## src/rtl/main_stage_ctrl.sv

```systemverilog
// main_stage_ctrl: menu start/ready responder and frame-paced stage sequencer; in: clk/rst/frame/start/death/goal/speed/kill/idx, out: ready/processing/playing/state/scroll/lives/countdown/obj_alive
module main_stage_ctrl #(
  parameter int CORDW = 16,
  parameter int MAP_END = 12800,
  parameter int LIVES_INIT = 3,
  parameter int COUNTDOWN_FRAMES = 120,
  parameter int DEATH_FRAMES = 60,
  parameter int CHECKPOINT_STEP = 3200,
  parameter int OBJ_COUNT = 64
) (
  input  logic                         i_clk_pix,
  input  logic                         i_rst,
  input  logic                         i_frame,
  input  logic                         i_main_start,
  input  logic                         i_player_dead,
  input  logic                         i_goal,
  input  logic [CORDW-1:0]             i_speed,
  input  logic                         i_obj_kill,
  input  logic [$clog2(OBJ_COUNT)-1:0] i_obj_idx,
  output logic                         o_main_ready,
  output logic                         o_processing,
  output logic                         o_playing,
  output logic [2:0]                   o_state,
  output logic [CORDW-1:0]             o_scroll,
  output logic [1:0]                   o_lives,
  output logic [7:0]                   o_countdown,
  output logic                         o_obj_alive
);
  localparam int IW = $clog2(OBJ_COUNT);
  localparam logic [CORDW-1:0] END_C = CORDW'(MAP_END);
  localparam logic [CORDW-1:0] STEP_C = CORDW'(CHECKPOINT_STEP);
  localparam logic [7:0] CD_C = 8'(COUNTDOWN_FRAMES);
  localparam logic [7:0] DF_C = 8'(DEATH_FRAMES);
  localparam logic [1:0] LI_C = 2'(LIVES_INIT);
  typedef enum logic [2:0] {IDLE, INIT, READY, COUNTDOWN, PLAY, DYING, GAME_OVER, CLEAR} state_t;
  state_t state_q, state_d;
  logic [CORDW-1:0] scroll_q, scroll_d, ckpt_q, ckpt_d, scroll_nx;
  logic [CORDW:0] sum;
  logic [1:0] lives_q, lives_d;
  logic [7:0] cnt_q, cnt_d;
  logic [IW-1:0] clr_q, clr_d;
  logic clr_done_q, clr_done_d;
  logic alive_q [OBJ_COUNT];
  logic obj_alive_q;
  logic last_tick;
  assign last_tick = i_frame && cnt_q <= 8'd1;
  always_ff @(posedge i_clk_pix) begin
    if (i_rst) begin
      state_q <= IDLE;
      scroll_q <= '0;
      ckpt_q <= '0;
      lives_q <= LI_C;
      cnt_q <= '0;
      clr_q <= '0;
      clr_done_q <= 1'b0;
      obj_alive_q <= 1'b0;
    end else begin
      state_q <= state_d;
      scroll_q <= scroll_d;
      ckpt_q <= ckpt_d;
      lives_q <= lives_d;
      cnt_q <= cnt_d;
      clr_q <= clr_d;
      clr_done_q <= clr_done_d;
      obj_alive_q <= alive_q[i_obj_idx];
    end
  end
  // The INIT sweep owns the write port; kills arriving during INIT are dropped.
  always_ff @(posedge i_clk_pix) begin
    if (state_q == INIT && !clr_done_q) alive_q[clr_q] <= 1'b1;
    else if (state_q != INIT && i_obj_kill) alive_q[i_obj_idx] <= 1'b0;
  end
  always_comb begin
    state_d = state_q;
    case (state_q)
      IDLE:      if (i_main_start) state_d = INIT;
      INIT:      if (!i_main_start) state_d = IDLE;
                 else if (clr_done_q && i_frame) state_d = READY;
      READY:     if (!i_main_start) state_d = COUNTDOWN;
      COUNTDOWN: if (last_tick) state_d = PLAY;
      PLAY:      if (i_player_dead) state_d = DYING;
                 else if (i_goal && scroll_q == END_C) state_d = CLEAR;
      DYING:     if (last_tick) state_d = lives_q == 2'd1 ? GAME_OVER : COUNTDOWN;
      default:   state_d = state_q;
    endcase
  end
  always_comb begin
    sum = {1'b0, scroll_q} + {1'b0, i_speed};
    scroll_nx = sum > {1'b0, END_C} ? END_C : sum[CORDW-1:0];
    scroll_d = scroll_q;
    ckpt_d = ckpt_q;
    lives_d = lives_q;
    cnt_d = cnt_q;
    clr_d = clr_q;
    clr_done_d = clr_done_q;
    case (state_q)
      IDLE: if (i_main_start) begin
        lives_d = LI_C;
        scroll_d = '0;
        ckpt_d = '0;
        clr_d = '0;
        clr_done_d = 1'b0;
      end
      INIT: if (!clr_done_q) begin
        clr_d = clr_q + IW'(1);
        clr_done_d = &clr_q;
      end
      READY: if (!i_main_start) cnt_d = CD_C;
      COUNTDOWN: if (i_frame) cnt_d = cnt_q - 8'd1;
      // At MAP_END a frame update is a no-op, so goal vs frame order is moot.
      PLAY: if (i_player_dead) cnt_d = DF_C;
      else if (i_frame) begin
        scroll_d = scroll_nx;
        ckpt_d = scroll_nx - scroll_nx % STEP_C;
      end
      DYING: if (i_frame) begin
        cnt_d = cnt_q - 8'd1;
        if (last_tick) begin
          lives_d = lives_q - 2'd1;
          if (lives_q != 2'd1) begin
            scroll_d = ckpt_q;
            cnt_d = CD_C;
          end
        end
      end
      default: cnt_d = cnt_q;
    endcase
  end
  always_comb begin
    o_main_ready = state_q == READY;
    o_processing = state_q != IDLE && state_q != GAME_OVER;
    o_playing = state_q == PLAY;
    o_state = state_q;
    o_scroll = scroll_q;
    o_lives = lives_q;
    o_countdown = (state_q == COUNTDOWN || state_q == DYING) ? cnt_q : 8'd0;
    o_obj_alive = obj_alive_q;
  end
endmodule

```

## config.mk

```make
export PLATFORM = sky130hd
export DESIGN_NAME = main_stage_ctrl
export DESIGN_NICKNAME = d
export VERILOG_FILES = /design/src/rtl/main_stage_ctrl.sv
export SDC_FILE = /design/constraint.sdc
export NUM_CORES = 1
export LEC_CHECK = 0
export BUFFER_PORTS_ARGS = -buffer_cell sky130_fd_sc_hd__buf_4
export CAP_MARGIN = 5
export CORE_MARGIN = 8
export CORE_UTILIZATION = 40
export CTS_BUF_LIST = sky130_fd_sc_hd__clkbuf_8
export DETAILED_ROUTE_END_ITERATION = 10
export MAX_ROUTING_LAYER = met4
export PLACE_DENSITY = 0.71
export SYNTH_ARGS = -nofsm -noshare
export SYNTH_HDL_FRONTEND = slang
export SYNTH_SLANG_ARGS = --single-unit
```

## constraint.sdc

```tcl
create_clock -name i_clk_pix -period 5.2 [get_ports i_clk_pix]
set_input_delay 0.78 -clock i_clk_pix [delete_from_list [all_inputs] [get_ports i_clk_pix]]
set_output_delay 0.78 -clock i_clk_pix [all_outputs]
set_load 0.03 [all_outputs]
```

**Word-level counts from Yosys, hierarchy flattened**

Memories as Yosys holds them, arrays and structs flattened. A register that Yosys moved wholly into a read port is not among the register bits.
Index checks and enable logic that the tools add are counted.

- Memories: 1
- Output and inout port bits: 33
- Bits of input ports: 29
- Bits in read-only memories: 0
- Word-level logic and storage cells: 111
- Bits in registers: 52
- Bits in latches: 0
- Memory bits (writable): 64

Memories:

| name | depth | bits a word | read ports | clocked after Yosys merged registers in | wr ports | RTL line | RTL |
|---|---|---|---|---|---|---|---|
| alive_q | 64 | 1 | 1 | 1 | 1 | 43 | `logic alive_q [OBJ_COUNT];` |

- Mux-type cells: 47
- Eq/ne operators: 23
- Reductions and logical operators: 25
- $mul: 0
- Divide/modulo/power cells: 1
- Bitwise logic cells: 0
- Add/subtract/negate cells: 5
- Magnitude comparators: 2
- Shift-type cells: 0

Operators with widths:

| cell | count |
|---|---|
| 2-to-1 mux 16 bit | 9 |
| 2-to-1 mux 8 bit | 7 |
| one-hot mux 16 bit (3 select lines) | 1 |
| one-hot mux 16 bit (2 select lines) | 1 |
| one-hot mux 8 bit (4 select lines) | 1 |
| 2-to-1 mux 3 bit | 9 |
| inequality test 2 bit, second input constant | 11 |
| 2-to-1 mux 6 bit | 3 |
| one-hot mux 3 bit (6 select lines) | 1 |
| adder 16 x 16 -> 17 bit | 1 |
| greater-than comparator 17 x 14 -> 1 bit, second input constant | 1 |
| equality test 16 x 14 -> 1 bit, second input constant | 1 |
| remainder unit 16 x 12 -> 16 bit, second input constant | 1 |
| subtractor 16 bit | 1 |
| AND reduction 7 bit | 2 |
| one-hot mux 6 bit (2 select lines) | 1 |
| 2-to-1 mux 1 bit | 9 |
| <= comparator 8 x 1 -> 1 bit, second input constant | 1 |
| AND reduction 4 bit | 2 |
| subtractor 8 x 1 -> 8 bit, second input constant | 1 |
| adder 6 x 1 -> 6 bit, second input constant | 1 |
| equality test 3 x 2 -> 1 bit, second input constant | 2 |
| equality test 3 bit, second input constant | 2 |
| logical AND 1 bit | 6 |
| other kinds (22) | 28 |

**Longest topological paths before layout**

- Depth after elaboration: 8
- Depth in mapped cells: 24
- Gate-level depth less buffers: 24

**Worst setup path after synthesis**

OpenSTA, ideal clock, no wires.

- Kind: input to register
- Start point: input i_speed[0]
- End point: register ckpt_q[15]
- Stages on the path: 24
- Library setup time: 65 ps
- Arrival time: 5368 ps
- Slack: -233 ps
- Required time: 5135 ps
- Path buffers: 0
- Cell sequence: ha_1 > inv_1 > fa_1 > nand2b_1 > a211oi_2 > o211a_4 > o22ai_2 > xnor2_2 > o21ai_2 > o21a_2 > and2_1 > inv_1 > ha_1 > o21a_1 > o21ai_0 > a21boi_0 > o21a_1 > o21a_1 > o41ai_1 > o21ai_0 > a21o_1 > a211oi_1 > a21oi_1 > nor2_1

- Longest elaborated chain between the ends: 8

RTL lines:

| what | RTL line | RTL |
|---|---|---|
| from (decl) | 17 | `input logic [CORDW-1:0] i_speed,` |
| adder 16 x 16 -> 17 bit * | 88 | `sum = {1'b0, scroll_q} + {1'b0, i_speed};` |
| greater-than comparator 17 x 14 -> 1 bit | 89 | `scroll_nx = sum > {1'b0, END_C} ? END_C : sum[CORDW-1:0];` |
| 2-to-1 mux 16 bit * | 89 |  |
| remainder unit 16 x 12 -> 16 bit | 114 | `ckpt_d = scroll_nx - scroll_nx % STEP_C;` |
| subtractor 16 bit * | 114 |  |
| 2-to-1 mux 16 bit * | 112 | `else if (i_frame) begin` |
| 2-to-1 mux 16 bit * | 111 | `PLAY: if (i_player_dead) cnt_d = DF_C;` |
| one-hot mux 16 bit (2 select lines) * | 96 | `case (state_q)` |
| to (signal assigned) | 60 | `ckpt_q <= ckpt_d;` |
| to (decl) | 37 | `logic [CORDW-1:0] scroll_q, scroll_d, ckpt_q, ckpt_d, scroll_nx;` |

Every way passes the cells marked *; elsewhere a longest branch is shown, timed or not. The select of a mux whose other input is x is not followed.
A chain may end at the register's enable or synchronous reset.

**Final worst setup path**

- Start point: input i_speed[4]
- End point: register ckpt_q[15]

Same word-level chain as after synthesis.

==> results.json <==
{
  "area_delta_synth_final_pct": 24.7,
  "reg2reg_to": "ckpt_q[15]",
  "port_buffers": 61,
  "grt_pass1_wl_mm": 31.8,
  "ir_drop_mv": 0.302,
  "async_flop_share": 0,
  "holdBufCountCts": 0,
  "drtAntennaViolNets": 0,
  "synth_area_mm2": 0.00751,
  "fin_cells": 1203,
  "setup_viol": 0,
  "die_w_um": 153,
  "hold_ws_ns": 0.480,
  "drc": 0,
  "numCtsBuffers": 17,
  "grt_max_degree": 82,
  "clock_power_share": 0.303,
  "internal-power_mw": 1.80,
  "fin_crit_sh": 0.958,
  "grt_pass1_vias": 6356,
  "netlist_instances": 817,
  "clock_path_buffers": 2,
  "combPwrFrac": 0.328,
  "core_area_mm2": 0.0186,
  "antenna_cells": 0,
  "start_kind": "primary input",
  "fin_area_mm2": 0.00936,
  "synth_seq_area_share": 0.389,
  "max-cap-violations": 0,
  "switchingPower_mw": 0.993,
  "dp.cells": 1166,
  "io_pins": 62,
  "reg2reg_from": "o_scroll[0]",
  "crit_fanout": 5,
  "wl_mm": 19.5,
  "cp-end-kind": "register",
  "path_clk_slew_ns": 0.08,
  "dp_slack_ns": -0.307,
  "cts_tree": "yes",
  "multiInputGateArea_mm2": 0.00448,
  "synth_ff_type": "edfxtp_1",
  "path_class": "in -> reg",
  "seq_area_mm2": 0.00292,
  "hold_viol_final": 0,
  "worstPathRequired_ns": 5.58,
  "slew_viol_final": 0,
  "place_congestion": 0.898,
  "whs_endpoint": "o_scroll[14]",
  "synth_edf_count": 64,
  "viasPerCell": 5.51,
  "die_height_um": 153,
  "hold_path.class": "reg -> reg",
  "track_usage": 0.169,
  "ys_ff_latch": 114,
  "slew_headroom": 0.451,
  "vias": 6633,
  "antenna_found_initial": 0,
  "p_sw_frac": 0.355,
  "max_freq_mhz": 201,
  "drtIter0Drc": 458,
  "cts-htree-levels": 4,
  "worstPathArrival_ns": 5.36,
  "clock-sinks": 114,
  "worst_pin_slew_ns": 0.822,
  "overflow": 0,
  "status": "complete, no violations",
  "worstHoldStart": "ckpt_q[14]",
  "utilization": 0.504,
  "power.leakage_nw": 3.67,
  "clk_latency_ns": 0.44,
  "rows": 50,
  "fillers": 1725,
  "die_area_mm2": 0.0234,
  "synth_area_per_cell_um2": 9.19,
  "yosysWarningCount": 0,
  "min_period_ns": 4.98,
  "drive_above_1_share": 0.271,
  "final_nets": 1020,
  "seq_power_share": 0.369,
  "place_area_mm2": 0.00888,
  "setup_slack_ns": 0.218,
  "ff2ff_path_depth": 24,
  "p_per_area_mw_per_mm2": 298,
  "wl_per_cell_um": 16.2,
  "start_util": 0.404,
  "r2r_slack_ns": 0.28,
  "first_pass_iters": 5,
  "synth.distinct_cells": 89,
  "ctsRootBufferMaster": "clkbuf_8",
  "finClkSkew_ns": 0.0146,
  "hold_depth": 2,
  "dp_hpwl_mm": 14.0
}
==> logic make-up after synthesis <==
logic type / share of synthesized area
adders and majority gates: 0.0593
xor gates and xnor gates: 0.0286
muxes: 0.0769
DFF: 0.389
and+or+nand+nor: 0.234
AOI/OAI and AO/OA: 0.177
buffers and inverters: 0.0341
other: 0.00100
==> per-layer routing <==
| metal | share of wire | global-route usage | vias up |
|---|---|---|---|
| met2 | 0.47 | 0.265 | 157 |
| met4 | 0.017 | 0.0542 | 0 |
| met5 | 0 | - | - |
| met1 | 0.46 | 0.211 | 3199 |
| li1 | - | - | 3256 |
| met3 | 0.054 | 0.0437 | 21 |
==> what timing repair did <==
| action | 4_1_cts | 5_1_grt |
|---|---|---|
| setup buffers | 0 | 5 |
| gates resized for setup | 0 | 9 |
| endpoints found under the setup margin | 0 | 4 |
==> layout by cell type, fill, tap and decap left out, types with 7 or more instances in the layout <==
cell type / instances
a22oi_1: 11
nor2b_1: 15
inv_1: 22
o21ai_0: 29
nand2b_1: 16
xor2_1: 10
and3_1: 15
edfxtp_1: 64
nor2_1: 150
or3_1: 7
nor3_1: 15
mux4_2: 21
mux2i_1: 9
a21o_1: 7
dfxtp_1: 49
o21a_1: 12
buf_4: 159
nand3b_1: 8
xnor2_1: 7
a21oi_1: 39
and2_1: 7
nand3_1: 25
ha_1: 33
inv_6: 7
clkbuf_8: 17
nand2_1: 73
a31oi_1: 12
==> per-stage QoR <==
| step | setup TNS [ns] | total power, mW |
|---|---|---|
| after global placement | -0.525 | 1.92 |
| after detailed placement | -1.04 | 1.93 |
| after floorplan | 0 | 1.63 |
| final | 0 | 2.79 |
| after CTS | 0 | 2.78 |
| after global routing | -0.0137 | 2.94 |
==> synth_stat cells, drive strengths merged (4+ instances only) <==
library cell	n	area [um^2]
a211oi	9	82.6
a21boi	5	41.3
a21o	7	52.6
a21oi	43	238
a22oi	11	82.6
a31oi	12	75.1
a32oi	5	43.8
and2	9	56.3
and3	15	93.8
buf	10	57.6
clkbuf	31	116
dfxtp	50	1000
edfxtp	64	1920
ha	34	425
inv	22	82.6
mux2i	9	90.1
mux4	21	473
nand2	75	284
nand2b	17	106
nand3	25	125
nand3b	9	80.1
nand4	6	37.5
nor2	153	587
nor2b	15	93.8
nor3	18	111
o211ai	5	42.5
o21a	13	98.9
o21ai	38	198
o21bai	5	37.5
o22ai	4	31.3
o311ai	4	52.6
o31ai	4	40.0
or3	7	43.8
xnor2	10	103
xor2	12	113
==> worst max path at each step <==
stage / startpoint / endpoint / slack, ns / cells past startpoint
after floorplan: i_speed[0] / ckpt_q[15] / 0.04 / 24
after global placement: i_speed[0] / ckpt_q[15] / -0.20 / 25
after detailed placement: i_speed[0] / ckpt_q[15] / -0.31 / 25
after CTS: o_scroll[0] / ckpt_q[15] / 0.15 / 24
after global routing: i_speed[0] / ckpt_q[15] / -0.01 / 24
final: i_speed[4] / ckpt_q[15] / 0.22 / 23
==> state kept, by name, summed over array words and instances (netlist names) <==
name	flops
alive_q	64
ckpt_q	13
clr_done_q	1
clr_q	6
cnt_q	8
o_lives	2
o_obj_alive	1
o_scroll	16
o_state	3
==> layout make-up <==
type | instances | area share
Multi-Input combinational cell | 642 | 0.478
Sequential cell | 114 | 0.312
Timing Repair Buffer | 159 | 0.127
Tap cell | 234 | 0.0313
Clock buffer | 17 | 0.0250
Clock inverter | 15 | 0.0172
Inverter | 22 | 0.00882
==> worst max-delay path, cell delays in order <==
cell and delay, ns:
buf_4 0.11, ha_1 0.36, a211oi_2 0.33, o21ai_1 0.19, o21a_1 0.26, o311ai_4 0.34, buf_4 0.19, nor3_4 0.04
o22ai_1 0.25, a21boi_4 0.10, xnor2_2 0.18, and2b_4 0.18, nor2b_1 0.04, o31ai_1 0.33, ha_1 0.31, o21a_1 0.13
o21a_1 0.21, o41ai_4 0.40, o21ai_2 0.10, a21o_1 0.17, a211oi_2 0.20, a21oi_1 0.06, nor2_1 0.09
==> power by group through the flow <==
stage | combinational (mW) | sequential [mW] | clock, mW
5_1_grt | 1.00 | 1.04 | 0.901
2_1_floorplan | 0.583 | 1.05 | 0
4_1_cts | 0.886 | 1.03 | 0.861
3_5_place_dp | 0.880 | 1.05 | 0
3_3_place_gp | 0.874 | 1.05 | 0
6_report | 0.915 | 1.03 | 0.848
Power figures use the tool's default switching activity.
